==> src/rtl/stream_credit_pkg.sv <==
// Shared definitions for the credit-based stream transmitter.
package stream_credit_pkg;

  localparam int unsigned CREDITS_DEFAULT = 8;

  function automatic int unsigned credit_cnt_width(input int unsigned credits);
    return $clog2(credits + 1);
  endfunction

endpackage

==> src/rtl/credit_counter.sv <==
// Receiver-slot credit counter with saturation at the initial count and a
// sticky error flag on over-return. Reset clears the flag; init does not.
module credit_counter
  import stream_credit_pkg::*;
#(
  parameter int unsigned Credits = CREDITS_DEFAULT,
  parameter int unsigned CntW    = credit_cnt_width(Credits)
) (
  input  logic            clk,
  input  logic            rst,
  input  logic            init_i,
  input  logic            dec_i,
  input  logic            inc_i,
  output logic [CntW-1:0] cnt_o,
  output logic            nonzero_o,
  output logic            err_o
);

  localparam logic [CntW-1:0] Full = CntW'(Credits);

  logic [CntW-1:0] cnt_q, cnt_d;
  logic            err_q, err_d;
  logic [CntW:0]   sum;
  logic            overflow;

  // One extra bit so Full+1 is distinguishable even when Credits = 2^CntW-1.
  always_comb begin
    sum      = {1'b0, cnt_q} - {{CntW{1'b0}}, dec_i} + {{CntW{1'b0}}, inc_i};
    overflow = (sum > {1'b0, Full});
    cnt_d    = cnt_q;
    err_d    = err_q;
    if (init_i) begin
      cnt_d = Full;
    end else if (overflow) begin
      cnt_d = Full;
      err_d = 1'b1;
    end else begin
      cnt_d = sum[CntW-1:0];
    end
  end

  always_ff @(posedge clk) begin
    if (rst) begin
      cnt_q <= Full;
      err_q <= 1'b0;
    end else begin
      cnt_q <= cnt_d;
      err_q <= err_d;
    end
  end

  assign cnt_o     = cnt_q;
  assign nonzero_o = (cnt_q != '0);
  assign err_o     = err_q;

endmodule

==> src/rtl/stream_credit_tx.sv <==
// Credit-based stream transmitter: valid/ready upstream, registered valid-only
// link. Define STREAM_CREDIT_TX_BYPASS_EN to let a same-cycle credit return
// raise enq_rdy_o at zero credits.
module stream_credit_tx
  import stream_credit_pkg::*;
#(
  parameter  int unsigned Credits   = CREDITS_DEFAULT,
  parameter  int unsigned WordWidth = 64,
  localparam int unsigned CntW      = credit_cnt_width(Credits)
) (
  input  logic                 clk,
  input  logic                 rst,
  input  logic                 enq_vld_i,
  input  logic [WordWidth-1:0] enq_payload_i,
  output logic                 enq_rdy_o,
  output logic                 tx_vld_o,
  output logic [WordWidth-1:0] tx_payload_o,
  input  logic                 credit_ret_i,
  input  logic                 flush_i,
  output logic [CntW-1:0]      credit_cnt_o,
  output logic                 credit_err_o
);

  logic fire;
  logic nonzero;

  credit_counter #(
    .Credits (Credits),
    .CntW    (CntW)
  ) u_credit_counter (
    .clk       (clk),
    .rst       (rst),
    .init_i    (flush_i),
    .dec_i     (fire),
    .inc_i     (credit_ret_i),
    .cnt_o     (credit_cnt_o),
    .nonzero_o (nonzero),
    .err_o     (credit_err_o)
  );

`ifdef STREAM_CREDIT_TX_BYPASS_EN
  assign enq_rdy_o = (nonzero | credit_ret_i) & ~flush_i;
`else
  assign enq_rdy_o = nonzero & ~flush_i;
`endif

  assign fire = enq_vld_i & enq_rdy_o;

  // enq_rdy_o already excludes flush, so fire alone decides tx_vld_o.
  always_ff @(posedge clk) begin
    if (rst) begin
      tx_vld_o     <= 1'b0;
      tx_payload_o <= '0;
    end else begin
      tx_vld_o <= fire;
      if (fire) begin
        tx_payload_o <= enq_payload_i;
      end
    end
  end

endmodule

==> config.mk <==
export PLATFORM = sky130hd
export DESIGN_NAME = stream_credit_tx
export DESIGN_NICKNAME = d
export VERILOG_FILES = /design/src/rtl/stream_credit_pkg.sv /design/src/rtl/credit_counter.sv /design/src/rtl/stream_credit_tx.sv
export SDC_FILE = /design/constraint.sdc
export NUM_CORES = 1
export LEC_CHECK = 0
export BUFFER_PORTS_ARGS = -buffer_cell sky130_fd_sc_hd__buf_2
export CAP_MARGIN = 20
export CELL_PAD_IN_SITES_DETAIL_PLACEMENT = 0
export CELL_PAD_IN_SITES_GLOBAL_PLACEMENT = 2
export CORE_MARGIN = 4
export CORE_UTILIZATION = 28
export DETAILED_ROUTE_END_ITERATION = 8
export PLACE_DENSITY = 0.88
export SLEW_MARGIN = 0
export SYNTH_ARGS = -nofsm -noshare
export SYNTH_HDL_FRONTEND = slang
export SYNTH_HIERARCHICAL = 1
export SYNTH_SLANG_ARGS = --single-unit
export TNS_END_PERCENT = 1
==> constraint.sdc <==
create_clock -name clk -period 3.6 [get_ports clk]
set_input_delay 1.08 -clock clk [delete_from_list [all_inputs] [get_ports clk]]
set_output_delay 1.08 -clock clk [all_outputs]
set_load 0.01 [all_outputs]
==> results_dict.tcl, run 1 <==
set metrics [dict create \
    fin_crit_ns 3.010 \
    post_synth_instance_area_mm2 0.003286 \
    die_h_um 116.3 \
    cts_hold_buf 0 \
    htreeDepth 3 \
    worstPathMaxFanout 5 \
    antenna_left 0 \
    setup_tns_ns 0 \
    cp.arrival_ns 3.22 \
    path_class "input port to flip-flop" \
    rsz0062_at_grt "false" \
    grt_max_degree 98 \
    setup_slack_ns 0.5903 \
    p_per_area_mw_per_mm2 479.7 \
    dieArea_mm2 0.01353 \
    die_w_um 116.3 \
    start_kind "input port" \
    grt_pass1_wl_mm 12.65 \
    drv_cap 0 \
    cts_buffer_depth 2 \
    place_ws_ns 0.2597 \
    hpwlAfterDp_mm 5.472 \
    antenna_found_initial 0 \
    yosysTopAreaCellShare 0.4265 \
    insertion_delay_ns 0.33 \
    place_congestion 0.8661 \
    slew_violations 0 \
    synth_area_leaders "dfxtp_1 43%, nand2b_1 25%, mux2i_1 19%, ha_1 2.3%, buf_6 1.7%" \
    path_delay_family "adder cells" \
    grtUsageTotal 0.1161 \
    path_clk_slew_ns 0.06 \
    portBuffers 139 \
    max-slew-margin-rel 0.6026 \
    overflow 0 \
    ys_seq_elements 70 \
    synth-edff-count 0 \
    num_vias 2592 \
    cts_buffers 9 \
    required_ns 3.81 \
    io-pin-count 140 \
    yosys_warnings 6 \
    syn_area_per_cell_um2 10.05 \
    drive_gt1_frac 0.3505 \
    tightest_slew_ns 0.5961 \
    slowest_delay_ns 0.40 \
    cts_resized 0 \
    ys_seq_area_frac 0.4265 \
    antenna_cells 0 \
    area.growth.synth_to_final_pct 34.16 \
    leakage_nw 2.025 \
    cp-end-kind "flip-flop" \
    post-route-drc-count 0 \
    ys.flop_type "dfxtp_1" \
    fin_crit_sh 0.8360 \
    synthArstFlopShare 0 \
    grt_pass1_vias 2734 \
    via_per_inst 4.263 \
    clock_sinks 70 \
    worstPathCellList "buf_2 > and3b_4 > ha_1 > inv_1 > ha_1 > inv_1 > fa_1 > nand2b_1 > o2bb2ai_1 > xnor2_1 > or3_1" \
    cts_setup_buffers 0 \
    path_buf_inv 3 \
    hold_viol 0 \
    synth_cell_types 29 \
    post_drt_wl_per_cell_um 12.55 \
    setup_viol 0 \
    whs_ns 0.4651 \
    max-vdd-ir-drop_uv 274.6 \
    finClkSkew_ns 0.003325 \
    fin_util 0.3844 \
    yosysTopAreaCell "dfxtp_1" \
    cp_slowest_cell "fa_1" \
    wirelength_mm 7.632 \
    clockRootBuffer "clkbuf_16" \
    fp.coreArea_mm2 0.01147 \
    outcome "finished clean" \
    start_util 0.2865 \
    first_pass_iters 4 \
    hold_path.class "flip-flop to flip-flop" \
    fmax_mhz 332.3 \
    cts_tree "yes" \
    synth_cells 327 \
    drt_iter0_drc 148 \
    rows 39 \
    syn_nets 403 \
    fin_nets 536 \
    total_power_mw 2.115 \
]
[registers in the layout, indices dropped and copies added (netlist names)]
| signal | count |
|---|---|
| tx_payload_o | 64 |
| u_credit_counter/cnt_o | 4 |
| tx_vld_o | 1 |
| u_credit_counter/err_o | 1 |
[layout by cell type (no fill, tap or decap)]
| cell | count |
|---|---|
| buf_12 | 1 |
| xnor2_1 | 3 |
| nor4_1 | 2 |
| ha_1 | 6 |
| o21a_1 | 1 |
| nor2_1 | 1 |
| o21ai_0 | 1 |
| clkinv_2 | 2 |
| fa_1 | 1 |
| nor4b_1 | 1 |
| inv_1 | 10 |
| and2b_1 | 1 |
| nand3_1 | 1 |
| a21oi_2 | 1 |
| nand2b_1 | 132 |
| a21o_1 | 1 |
| bufinv_16 | 2 |
| mux2i_1 | 64 |
| nor2b_1 | 1 |
| and3b_4 | 1 |
| o2bb2ai_1 | 1 |
| a21oi_1 | 2 |
| clkbuf_8 | 1 |
| buf_2 | 139 |
| o221ai_1 | 1 |
| or2_2 | 1 |
| or3_1 | 1 |
| a211oi_1 | 1 |
| buf_4 | 4 |
| clkinvlp_4 | 2 |
| dfxtp_1 | 70 |
| clkbuf_16 | 9 |
[worst reg2reg max path: stages (launching register included)]
cell	delay, ns
dfxtp_1	0.32
inv_1	0.12
ha_1	0.17
nand3_1	0.09
and3b_4	0.20
ha_1	0.28
inv_1	0.06
ha_1	0.18
inv_1	0.07
fa_1	0.40
nand2b_1	0.16
o2bb2ai_1	0.13
xnor2_1	0.19
or3_1	0.32
[routing by layer]
metal,share of wire,vias to the layer above,track usage
met3,0.11,9,0.05233
met2,0.46,91,0.1857
met4,0.015,0,0.04176
met1,0.42,1177,0.1376
li1,-,1315,-
met5,0,-,0
[synth_stat cells (all sizes together) (2+ instances only)]
master  count
a21oi       3
dfxtp      70
nor4        2
clkbuf     14
mux2i      64
inv        10
buf         8
nand2b    132
xnor2       3
ha          6
[cells by family after synthesis]
| group | count (synthesis) | share of synthesized area |
|---|---|---|
| and+or+nand+nor | 142 | 0.2711 |
| DFF | 70 | 0.4265 |
| muxes | 64 | 0.1950 |
| buffers and inverters | 32 | 0.05102 |
| AOI/OAI and AO/OA | 9 | 0.01942 |
| adders and majority gates | 7 | 0.02894 |
| xor gates and xnor gates | 3 | 0.007998 |
[report_power, final]
part	switching, mW	internal, mW
clock network	0.327	0.622
registers	0.0252	0.824
logic	0.155	0.161
[final timing paths]
check	slack [ns]	start	depth (start not counted)	endpoint
max	0.59	flush_i	11	u_credit_counter/cnt_o[3]
min	0.47	tx_payload_o[63]	2	tx_payload_o[63]
min reg2reg	0.47	tx_payload_o[63]	2	tx_payload_o[63]
max reg2reg	0.79	u_credit_counter/cnt_o[3]	13	u_credit_counter/cnt_o[3]
[per-stage QoR]
| step | std cells | instance area, µm² |
|---|---|---|
| floorplan | 327 | 3286 |
| global placement | 591 | 4064 |
| detailed placement | 591 | 4064 |
| CTS | 607 | 4388 |
| global route | 608 | 4408 |
| finish | 608 | 4408 |
[layout make-up]
class	count	area [µm²]
well taps	143	178.9
inverters	10	37.54
multi-input cells	225	1720
fillers	1181	7059
flip-flops and latches	70	1401
repair buffers	144	745.7
clock buffers	10	239.0
clock inverters	6	85.08
Power figures use the tool's default switching activity.
==> run 2: changes to the inputs <==
--- a/config.mk
+++ b/config.mk
@@ -5,14 +5,15 @@
 export SDC_FILE = /design/constraint.sdc
 export NUM_CORES = 1
 export LEC_CHECK = 0
+export ABC_AREA = 1
 export BUFFER_PORTS_ARGS = -buffer_cell sky130_fd_sc_hd__buf_2
 export CAP_MARGIN = 20
 export CELL_PAD_IN_SITES_DETAIL_PLACEMENT = 0
 export CELL_PAD_IN_SITES_GLOBAL_PLACEMENT = 2
 export CORE_MARGIN = 4
-export CORE_UTILIZATION = 28
+export CORE_UTILIZATION = 21
 export DETAILED_ROUTE_END_ITERATION = 8
-export PLACE_DENSITY = 0.88
+export PLACE_DENSITY = 0.83
 export SLEW_MARGIN = 0
 export SYNTH_ARGS = -nofsm -noshare
 export SYNTH_HDL_FRONTEND = slang
==> constraint.sdc (replaced) <==
create_clock -name clk -period 2.55 [get_ports clk]
set_input_delay 0.765 -clock clk [delete_from_list [all_inputs] [get_ports clk]]
set_output_delay 0.765 -clock clk [all_outputs]
set_load 0.01 [all_outputs]
==> run 2 against run 1 <==
Net effect: cell area fell by 3.9%; largest power group is now sequential cells; sequential power grew 46%; non-clock buffer count grew 1; highest routed layer unchanged.
==> results_dict.tcl, run 2 <==
set metrics [dict create \
    io-pin-count 140 \
    start_kind "flip-flop" \
    fmax_mhz 422.4 \
    largest_reg_flops 64 \
    synth_cells 465 \
    hpwlAfterDp_mm 5.889 \
    clock_sinks 70 \
    setup_viol 0 \
    cts_tree "yes" \
    cts_buffers 9 \
    first_pass_iters 4 \
    synth_area_leaders "dfxtp_1 46%, nand2_1 17%, nor2_1 17%, inv_1 9.4%, ha_1 2.4%" \
    whs_endpoint "u_credit_counter/err_o" \
    path_class "flip-flop to flip-flop" \
    antenna_left 0 \
    yosysTopAreaCellShare 0.4573 \
    area.growth.synth_to_final_pct 38.30 \
    die_w_um 128.8 \
    synthTopCellsByCount "140 x nand2_1, 135 x nor2_1, 77 x inv_1" \
    final_common_cell "nand2_1" \
    ff2ff_setup_slack_ns 0.18 \
    fin_util 0.3006 \
    dieArea_mm2 0.01659 \
    insertion_delay_ns 0.33 \
    synth_cell_types 22 \
    fin_nets 677 \
    final_cell_mix "140 x nand2_1, 139 x buf_2, 135 x nor2_1" \
    outcome "finished clean" \
    max-vdd-ir-drop_uv 386.5 \
    r2r-start "u_credit_counter/cnt_o[3]" \
    cts_buffer_depth 2 \
    via_per_inst 3.710 \
    syn_area_per_cell_um2 6.590 \
    drive_gt1_frac 0.2937 \
    fin_crit_ns 2.368 \
    finClkSkew_ns 0.004066 \
    ys.flop_type "dfxtp_1" \
    clockRootBuffer "clkbuf_16" \
    leakage_nw 2.481 \
    portBuffers 139 \
    ys_seq_area_frac 0.4573 \
    r2r_cells 16 \
    yosys_warnings 6 \
    grt_pass1_vias 2800 \
    drt_iter0_drc 76 \
    antenna_cells 0 \
    hp-start "u_credit_counter/err_o" \
    fin_crit_sh 0.9285 \
    layoutNonFillerInstCount 786 \
    yosysTopAreaCell "dfxtp_1" \
    rows 43 \
    ys_seq_elements 70 \
    synth-edff-count 0 \
    rsz0062_at_grt "true" \
    synthArstFlopShare 0 \
    post_synth_instance_area_mm2 0.003064 \
    htreeDepth 3 \
    grt_max_degree 67 \
    max-slew-margin-rel 0.5531 \
    post_drt_wl_per_cell_um 10.39 \
    num_vias 2916 \
    path_clk_slew_ns 0.05 \
    drv_cap 0 \
    grtUsageTotal 0.09819 \
    p_per_area_mw_per_mm2 714.0 \
    tightest_slew_ns 0.6703 \
    grt_pass1_wl_mm 12.86 \
    top_register "tx_payload_o" \
    worstPathMaxFanout 3 \
    place_congestion 0.7082 \
    fp.coreArea_mm2 0.01410 \
    die_h_um 128.8 \
    wirelength_mm 8.169 \
    required_ns 2.81 \
    cts_setup_buffers 0 \
    slew_violations 0 \
    regToRegEndpoint "u_credit_counter/cnt_o[2]" \
    hold_path.class "flip-flop to flip-flop" \
    syn_nets 541 \
    min_path_cells 2 \
    hold_viol 0 \
    cp-end-kind "flip-flop" \
    start_util 0.2174 \
    dp_cells 770 \
    overflow 0 \
    cp.arrival_ns 2.63 \
    post-route-drc-count 0 \
    yosys.cell_count.top_type "nand2_1" \
    antenna_found_initial 0 \
]
==> run 2: cell count changes in the layout (fill, tap and decap cells not counted), sizes merged, moves of 2 or more <==
cell	previous run	this run
xnor2	3	0
a21oi	3	1
mux2i	64	0
clkinvlp	2	0
nand2	0	141
nor2	1	136
nand2b	132	0
nand3	1	6
clkinv	2	5
inv	10	79
nor4	2	0
==> run 2: final cells by class <==
class / instances / area (µm²)
Clock buffer: 11 / 232.7
Clock inverter: 5 / 50.05
Fill cell: 1566 / 9858
Inverter: 80 / 314.1
Multi-Input combinational cell: 295 / 1267
Sequential cell: 70 / 1404
Tap cell: 180 / 225.2
Timing Repair Buffer: 145 / 744.5
==> run 2: worst max-delay path, stage by stage, from the launching register on <==
cell and delay (ns):
dfxtp_2 0.32, inv_1 0.08, ha_1 0.18, nand3_2 0.11, nand3_4 0.10, inv_2 0.04
ha_4 0.20, inv_2 0.06, ha_4 0.13, inv_2 0.04, fa_2 0.53, inv_1 0.04
nor2_1 0.09, nand2_1 0.07, nand3_2 0.09, nand3_2 0.11, nor2_1 0.10
==> run 2: worst max path at each step <==
stage	from	end	slack, ns	cells past startpoint
4_1_cts	u_credit_counter/cnt_o[3]	u_credit_counter/cnt_o[0]	0.09	16
3_3_place_gp	flush_i	u_credit_counter/err_o	-0.05	16
3_5_place_dp	flush_i	u_credit_counter/cnt_o[2]	-0.08	15
2_1_floorplan	flush_i	u_credit_counter/err_o	-0.06	17
5_1_grt	u_credit_counter/cnt_o[3]	u_credit_counter/cnt_o[0]	-0.02	16
6_report	u_credit_counter/cnt_o[3]	u_credit_counter/cnt_o[2]	0.18	16
==> run 2: cell families after synthesis <==
kind of cell | Yosys count | share of synthesized area
DFF | 70 | 0.4573
AOI/OAI and AO/OA | 1 | 0.002859
xor gates and xnor gates | 1 | 0.002859
adders and majority gates | 7 | 0.03103
buffers and inverters | 100 | 0.1421
and+or+nand+nor | 286 | 0.3638
==> run 2: metrics by stage <==
step / area [µm²] / hold slack (ns) / power [mW] / setup slack [ns] / setup TNS [ns]
5_1_grt: 4238 / 0.4902 / 3.226 / -0.02071 / -0.03055
2_1_floorplan: 3122 / 0.4733 / 1.645 / -0.05703 / -0.1845
3_5_place_dp: 3945 / 0.4436 / 1.854 / -0.08087 / -0.6434
4_1_cts: 4228 / 0.4562 / 3.101 / 0.09136 / 0
3_3_place_gp: 3945 / 0.4489 / 1.844 / -0.04725 / -0.1614
6_report: 4238 / 0.4577 / 3.026 / 0.1824 / 0
==> run 2: routing by layer <==
layer  GRT usage  up-vias  part of all wire
li1            -     1590                 -
met2      0.1567       85              0.44
met3     0.04359       10             0.085
met1      0.1141     1231              0.45
met5           0        -                 0
met4     0.04262        0             0.018
==> run 2: timing repair <==
action / in CTS / in global routing
endpoints found under the setup margin: 0 / 34
endpoints found under the hold margin: 0 / 0
hold buffers: 0 / 0
resized for setup: 0 / 3
==> run 2: power breakdown <==
group          internal, mW  total, mW  switching (mW)
combinational         0.239      0.585           0.346
sequential             1.19       1.24          0.0484
clock                 0.750       1.20           0.450
total                  2.18       3.03           0.845
